## config.mk

```make
export PLATFORM = sky130hd
export DESIGN_NAME = lfsr_seed_ctrl
export DESIGN_NICKNAME = d
export VERILOG_FILES = /design/src/rtl/lfsr_seed_ctrl.sv
export SDC_FILE = /design/constraint.sdc
export NUM_CORES = 1
export LEC_CHECK = 0
export CORE_ASPECT_RATIO = 1.2
export CORE_UTILIZATION = 45
export CTS_CLUSTER_DIAMETER = 120
export DETAILED_ROUTE_END_ITERATION = 10
export DONT_BUFFER_PORTS = 1
export PLACE_DENSITY_LB_ADDON = 0.15
export SLEW_MARGIN = 10
export SYNTH_ARGS = -nofsm -noshare
export SYNTH_HDL_FRONTEND = slang
export SYNTH_SLANG_ARGS = --single-unit
```

## constraint.sdc

```tcl
create_clock -name clk -period 4.65 [get_ports clk]
set_clock_uncertainty 0.15 [all_clocks]
set_input_delay 0.465 -clock clk [delete_from_list [all_inputs] [get_ports clk]]
set_output_delay 0.465 -clock clk [all_outputs]
set_load 0.005 [all_outputs]
```

## src/rtl/lfsr_seed_ctrl.sv

```systemverilog
// lfsr_seed_ctrl
// Captures a seed and a word count on start, loads a 16-bit Fibonacci LFSR
// (taps 16,14,13,11) and streams exactly `count` pseudo-random words over a
// valid/ready handshake, then pulses done for one cycle.
// All outputs are registered: they are computed from the next-state values
// so that they line up with the state register on every clock edge.

module lfsr_seed_ctrl #(
  parameter int CNT_W = 8
) (
  input  logic             clk,
  input  logic             rst,
  input  logic             start,
  input  logic [15:0]      seed_in,
  input  logic [CNT_W-1:0] count,
  input  logic             out_ready,
  output logic [15:0]      out_data,
  output logic             out_valid,
  output logic             busy,
  output logic             done
);

  typedef enum logic [1:0] {
    ST_IDLE = 2'd0,
    ST_LOAD = 2'd1,
    ST_RUN  = 2'd2,
    ST_DONE = 2'd3
  } state_t;

  // Seed substituted when an all-zero seed is requested (all-zero locks up).
  localparam logic [15:0] SAFE_SEED = 16'hACE1;

  localparam logic [CNT_W-1:0] REM_ZERO = {CNT_W{1'b0}};
  localparam logic [CNT_W-1:0] REM_ONE  = {{(CNT_W-1){1'b0}}, 1'b1};

  // One Fibonacci step, taps 16,14,13,11 (maximal length).
  function automatic logic [15:0] lfsr_step(input logic [15:0] value);
    return {value[14:0], value[15] ^ value[13] ^ value[12] ^ value[10]};
  endfunction

  // Replace the lock-up value with the safe default seed.
  function automatic logic [15:0] guard_seed(input logic [15:0] value);
    logic [15:0] result;
    if (value == 16'h0000) begin
      result = SAFE_SEED;
    end else begin
      result = value;
    end
    return result;
  endfunction

  // State and datapath registers.
  state_t           state_r;
  logic [15:0]      seed_r;
  logic [15:0]      lfsr_r;
  logic [CNT_W-1:0] rem_r;

  // Next-state values.
  state_t           state_s;
  logic [15:0]      seed_s;
  logic [15:0]      lfsr_s;
  logic [CNT_W-1:0] rem_s;

  // Next values of the registered outputs.
  logic [15:0]      out_data_s;
  logic             out_valid_s;
  logic             busy_s;
  logic             done_s;

  // Output registers.
  logic [15:0]      out_data_r;
  logic             out_valid_r;
  logic             busy_r;
  logic             done_r;

  // Next-state and datapath update logic for the burst sequencer.
  always_comb begin
    state_s = state_r;
    seed_s  = seed_r;
    lfsr_s  = lfsr_r;
    rem_s   = rem_r;
    case (state_r)
      ST_IDLE: begin
        if (start) begin
          seed_s = guard_seed(seed_in);
          rem_s  = count;
          if (count == REM_ZERO) begin
            state_s = ST_DONE;
          end else begin
            state_s = ST_LOAD;
          end
        end else begin
          state_s = ST_IDLE;
        end
      end
      ST_LOAD: begin
        lfsr_s  = seed_r;
        state_s = ST_RUN;
      end
      ST_RUN: begin
        if (out_ready) begin
          lfsr_s = lfsr_step(lfsr_r);
          rem_s  = rem_r - REM_ONE;
          // rem_r is never zero here; treating zero as terminal keeps a
          // corrupted counter from producing a runaway burst.
          if ((rem_r == REM_ONE) || (rem_r == REM_ZERO)) begin
            state_s = ST_DONE;
          end else begin
            state_s = ST_RUN;
          end
        end else begin
          state_s = ST_RUN;
        end
      end
      ST_DONE: begin
        state_s = ST_IDLE;
      end
      default: begin
        state_s = ST_IDLE;
      end
    endcase
  end

  // Output values derived from the state being entered on the next edge.
  always_comb begin
    out_valid_s = 1'b0;
    out_data_s  = 16'h0000;
    busy_s      = 1'b0;
    done_s      = 1'b0;
    case (state_s)
      ST_IDLE: begin
        busy_s = 1'b0;
      end
      ST_LOAD: begin
        busy_s = 1'b1;
      end
      ST_RUN: begin
        busy_s      = 1'b1;
        out_valid_s = 1'b1;
        out_data_s  = lfsr_s;
      end
      ST_DONE: begin
        busy_s = 1'b1;
        done_s = 1'b1;
      end
      default: begin
        busy_s = 1'b0;
      end
    endcase
  end

  // State and datapath registers with synchronous reset.
  always_ff @(posedge clk) begin
    if (rst) begin
      state_r <= ST_IDLE;
      seed_r  <= 16'h0000;
      lfsr_r  <= 16'h0000;
      rem_r   <= REM_ZERO;
    end else begin
      state_r <= state_s;
      seed_r  <= seed_s;
      lfsr_r  <= lfsr_s;
      rem_r   <= rem_s;
    end
  end

  // Registered outputs; reset clears them in the same edge as the state.
  always_ff @(posedge clk) begin
    if (rst) begin
      out_data_r  <= 16'h0000;
      out_valid_r <= 1'b0;
      busy_r      <= 1'b0;
      done_r      <= 1'b0;
    end else begin
      out_data_r  <= out_data_s;
      out_valid_r <= out_valid_s;
      busy_r      <= busy_s;
      done_r      <= done_s;
    end
  end

  assign out_data  = out_data_r;
  assign out_valid = out_valid_r;
  assign busy      = busy_r;
  assign done      = done_r;

  lfsr_seed_ctrl_chk u_chk (
    .clk       (clk),
    .rst       (rst),
    .out_data  (out_data_r),
    .out_valid (out_valid_r),
    .busy      (busy_r),
    .done      (done_r)
  );

endmodule

// Output consistency checker for lfsr_seed_ctrl.
module lfsr_seed_ctrl_chk (
  input logic        clk,
  input logic        rst,
  input logic [15:0] out_data,
  input logic        out_valid,
  input logic        busy,
  input logic        done
);

  // Data bus is quiet whenever no word is offered.
  a_data_quiet : assert property (@(posedge clk) disable iff (rst)
    !out_valid |-> (out_data == 16'h0000));

  // A done pulse or a valid word only appears while busy.
  a_done_busy : assert property (@(posedge clk) disable iff (rst)
    done |-> busy);
  a_valid_busy : assert property (@(posedge clk) disable iff (rst)
    out_valid |-> busy);

  // done and out_valid never overlap, and done lasts a single cycle.
  a_done_excl : assert property (@(posedge clk) disable iff (rst)
    done |-> !out_valid);
  a_done_pulse : assert property (@(posedge clk) disable iff (rst)
    done |=> !done);

endmodule

```

==> impl_metrics.yaml <==
status:
  status: "finished, violations left"
  violations: "design-rule violations"
worst_setup_path:
  critPathTopFamily: "compound AO/OA/AOI/OAI gates"
  crit_buf_inv: 1
  critPathKind: "reg -> reg"
  crit_chain: "inv_1 > ha_1 > o211a_1 > a31oi_1 > a21bo_1 > nor2_1"
  path_max_fanout: 26
  crit_required_ps: 4670
  slowest_stage: "a21bo_1"
  cp-start-kind: "flop"
  worstPathArrival_ps: 2770
  slowest_delay_ps: 900
  end_kind: "flop"
layout:
  n_fill_cell: 535
  area_growth_pct: 6.891
  antenna-diode-count: 0
  fin_util_pct: 50.96
  drive_gt1_share_pct: 11.15
  fin_nets: 308
pwr:
  power.density_nw_per_um2: 406.0
  fin_total_pwr_mw: 1.111
  ir_worst_vdd_mv: 0.1262
  leakage_nw: 0.9987
logic_synthesis:
  synth.avg_cell_area_sq_um: 9.078
  yosysTopAreaCell: "dfxtp_1"
  yosysSeqAreaShare_pct: 47.70
  synth-seq-cells: 61
  synth_cell_types: 49
  async_reset_ff_share_pct: 0
  yosys-top-cells-count: "dfxtp_1 (61), nor2_1 (47), nand2_1 (24)"
  syn-instance-count: 282
  synth_ff_type: "dfxtp_1"
  synth_edf_count: 0
  yosysMostFrequentCell: "dfxtp_1"
  syn-num-nets: 315
  synthDominantCellAreaShare_pct: 47.70
  yosysWarnings: 0
  synth_area_sq_um: 2560
  yosys-top-cells-area: "dfxtp_1 (48%), nor2_1 (6.9%), a22o_1 (5.1%)"
routing:
  drc: 6
  firstDrtPassIters: 10
  vias: 1938
  ant_nets: 0
  post_drt_wl_per_cell_um: 16.18
  drt-initial-drc-count: 158
  routed_wl_um: 5500
  post_drt_via_cell_ratio: 5.700
timing:
  slew_viol_final: 0
  max_freq_mhz: 364.2
  relSlewSlack_pct: 32.47
  fin_setup_tns_ps: 0
  setup_viol: 0
  hold_viol: 0
  period_needed_ps: 2746
  finalCritPeriodShare_pct: 59.05
  worst_slew_pin_slew_ps: 1013
  rsz0062_at_grt: "false"
cts:
  post-cts-setup-buffer-count: 0
  cts_buffer_depth: 2
  cts_tree: "built"
  clock-sinks: 61
  cts_hold_buffers: 0
  cts_repair_resize_count: 0
  clk_pin_slew_ps: 60
  clk_latency_ps: 330
  numCtsBuffers: 9
  ctsRootBufferMaster: "clkbuf_8"
  ctsHtreeMaxLevel: 3
grt:
  antenna_found_initial: 0
  grt_max_degree: 44
  track_usage_pct: 20.04
  grt_pass1_vias: 1877
  gr-total-overflow: 0
  grt_pass1_wl_um: 9273
placement:
  port_buffers: 0
  gp_congestion: 0.8097
  dp_hpwl_um: 3726
die:
  rows: 29
  die_y_um: 84.62
  coreArea_sq_um: 5370
  die-width_um: 70.85
  fp.dieArea_sq_um: 5995
  io_pins: 47
  initial_core_util_pct: 47.67
worst_hold_path:
  min_path_type: "in -> reg"
flow_run:
  drv_cap: 0
## layer usage
| layer | GRT usage (%) | up-vias | wire (um) |
|---|---|---|---|
| li1 | - | 976 | - |
| met2 | 31.73 | 43 | 2641 |
| met1 | 25.65 | 912 | 2514 |
| met4 | 10.18 | 0 | 95 |
| met3 | 4.202 | 7 | 247 |
| met5 | 0 | - | 0 |
## power by group
part	leakage [nW]	switching, mW	internal, mW	total (mW)
clock	0.102	0.188	0.286	0.474
combinational	0.400	0.0510	0.0307	0.0817
sequential	0.497	0.0149	0.541	0.556
total	0.999	0.254	0.858	1.11
## logic make-up after synthesis
logic type | share of synthesized area, %
AO/OA/AOI/OAI | 20.92
XOR/XNOR | 1.027
AND/OR/NAND/NOR | 22.97
adder cells (fa/ha/maj) | 2.444
buffers and inverters | 4.936
flip-flops | 47.70
## through the flow
step           std cells  instance area [sq um]  worst slack, ps  hold WS (ps)
4_1_cts              340                   2736             1859         36.67
3_3_place_gp         326                   2537             1984         290.7
2_1_floorplan        282                   2560             2736         286.6
6_report             340                   2736             1904         49.86
5_1_grt              340                   2736             1692         29.16
3_5_place_dp         326                   2537             1859         296.7
## layout by cell type, fill, tap and decap left out, drive strengths merged, types with 3 or more instances in the layout
cell type  instances
nand2             24
dfxtp             61
nor4               6
a22o              15
inv                7
nor2              56
ha                 5
clkbuf            13
a21oi             17
nor3              15
o21ai              6
nor2b              3
a22oi             15
## registers in the layout, summed over array words and instances, names as in the netlist
signal and flops:
seed_r 16, out_data 16, state_r 2, busy 1, rem_r 8, out_valid 1, lfsr_r 16, done 1
## area by class of cell
cell class / count / area, sq um / area share [%]
Clock buffer: 13 / 168.9 / 6.173
Tap cell: 62 / 77.57 / 2.835
Multi-Input combinational cell: 196 / 1212 / 44.31
Sequential cell: 61 / 1221 / 44.63
Inverter: 7 / 26.28 / 0.9602
Clock inverter: 1 / 30.03 / 1.097
## worst paths after layout
| check | cells after the start | start | to | slack, ps |
|---|---|---|---|---|
| hold reg to reg | 2 | seed_r[1] | seed_r[1] | 310 |
| hold / removal | 1 | rst | rem_r[0] | 50 |
| setup reg to reg | 6 | state_r[0] | out_data[0] | 1900 |
| setup / recovery | 6 | state_r[0] | out_data[0] | 1900 |
(Power assumes the default switching activity.)
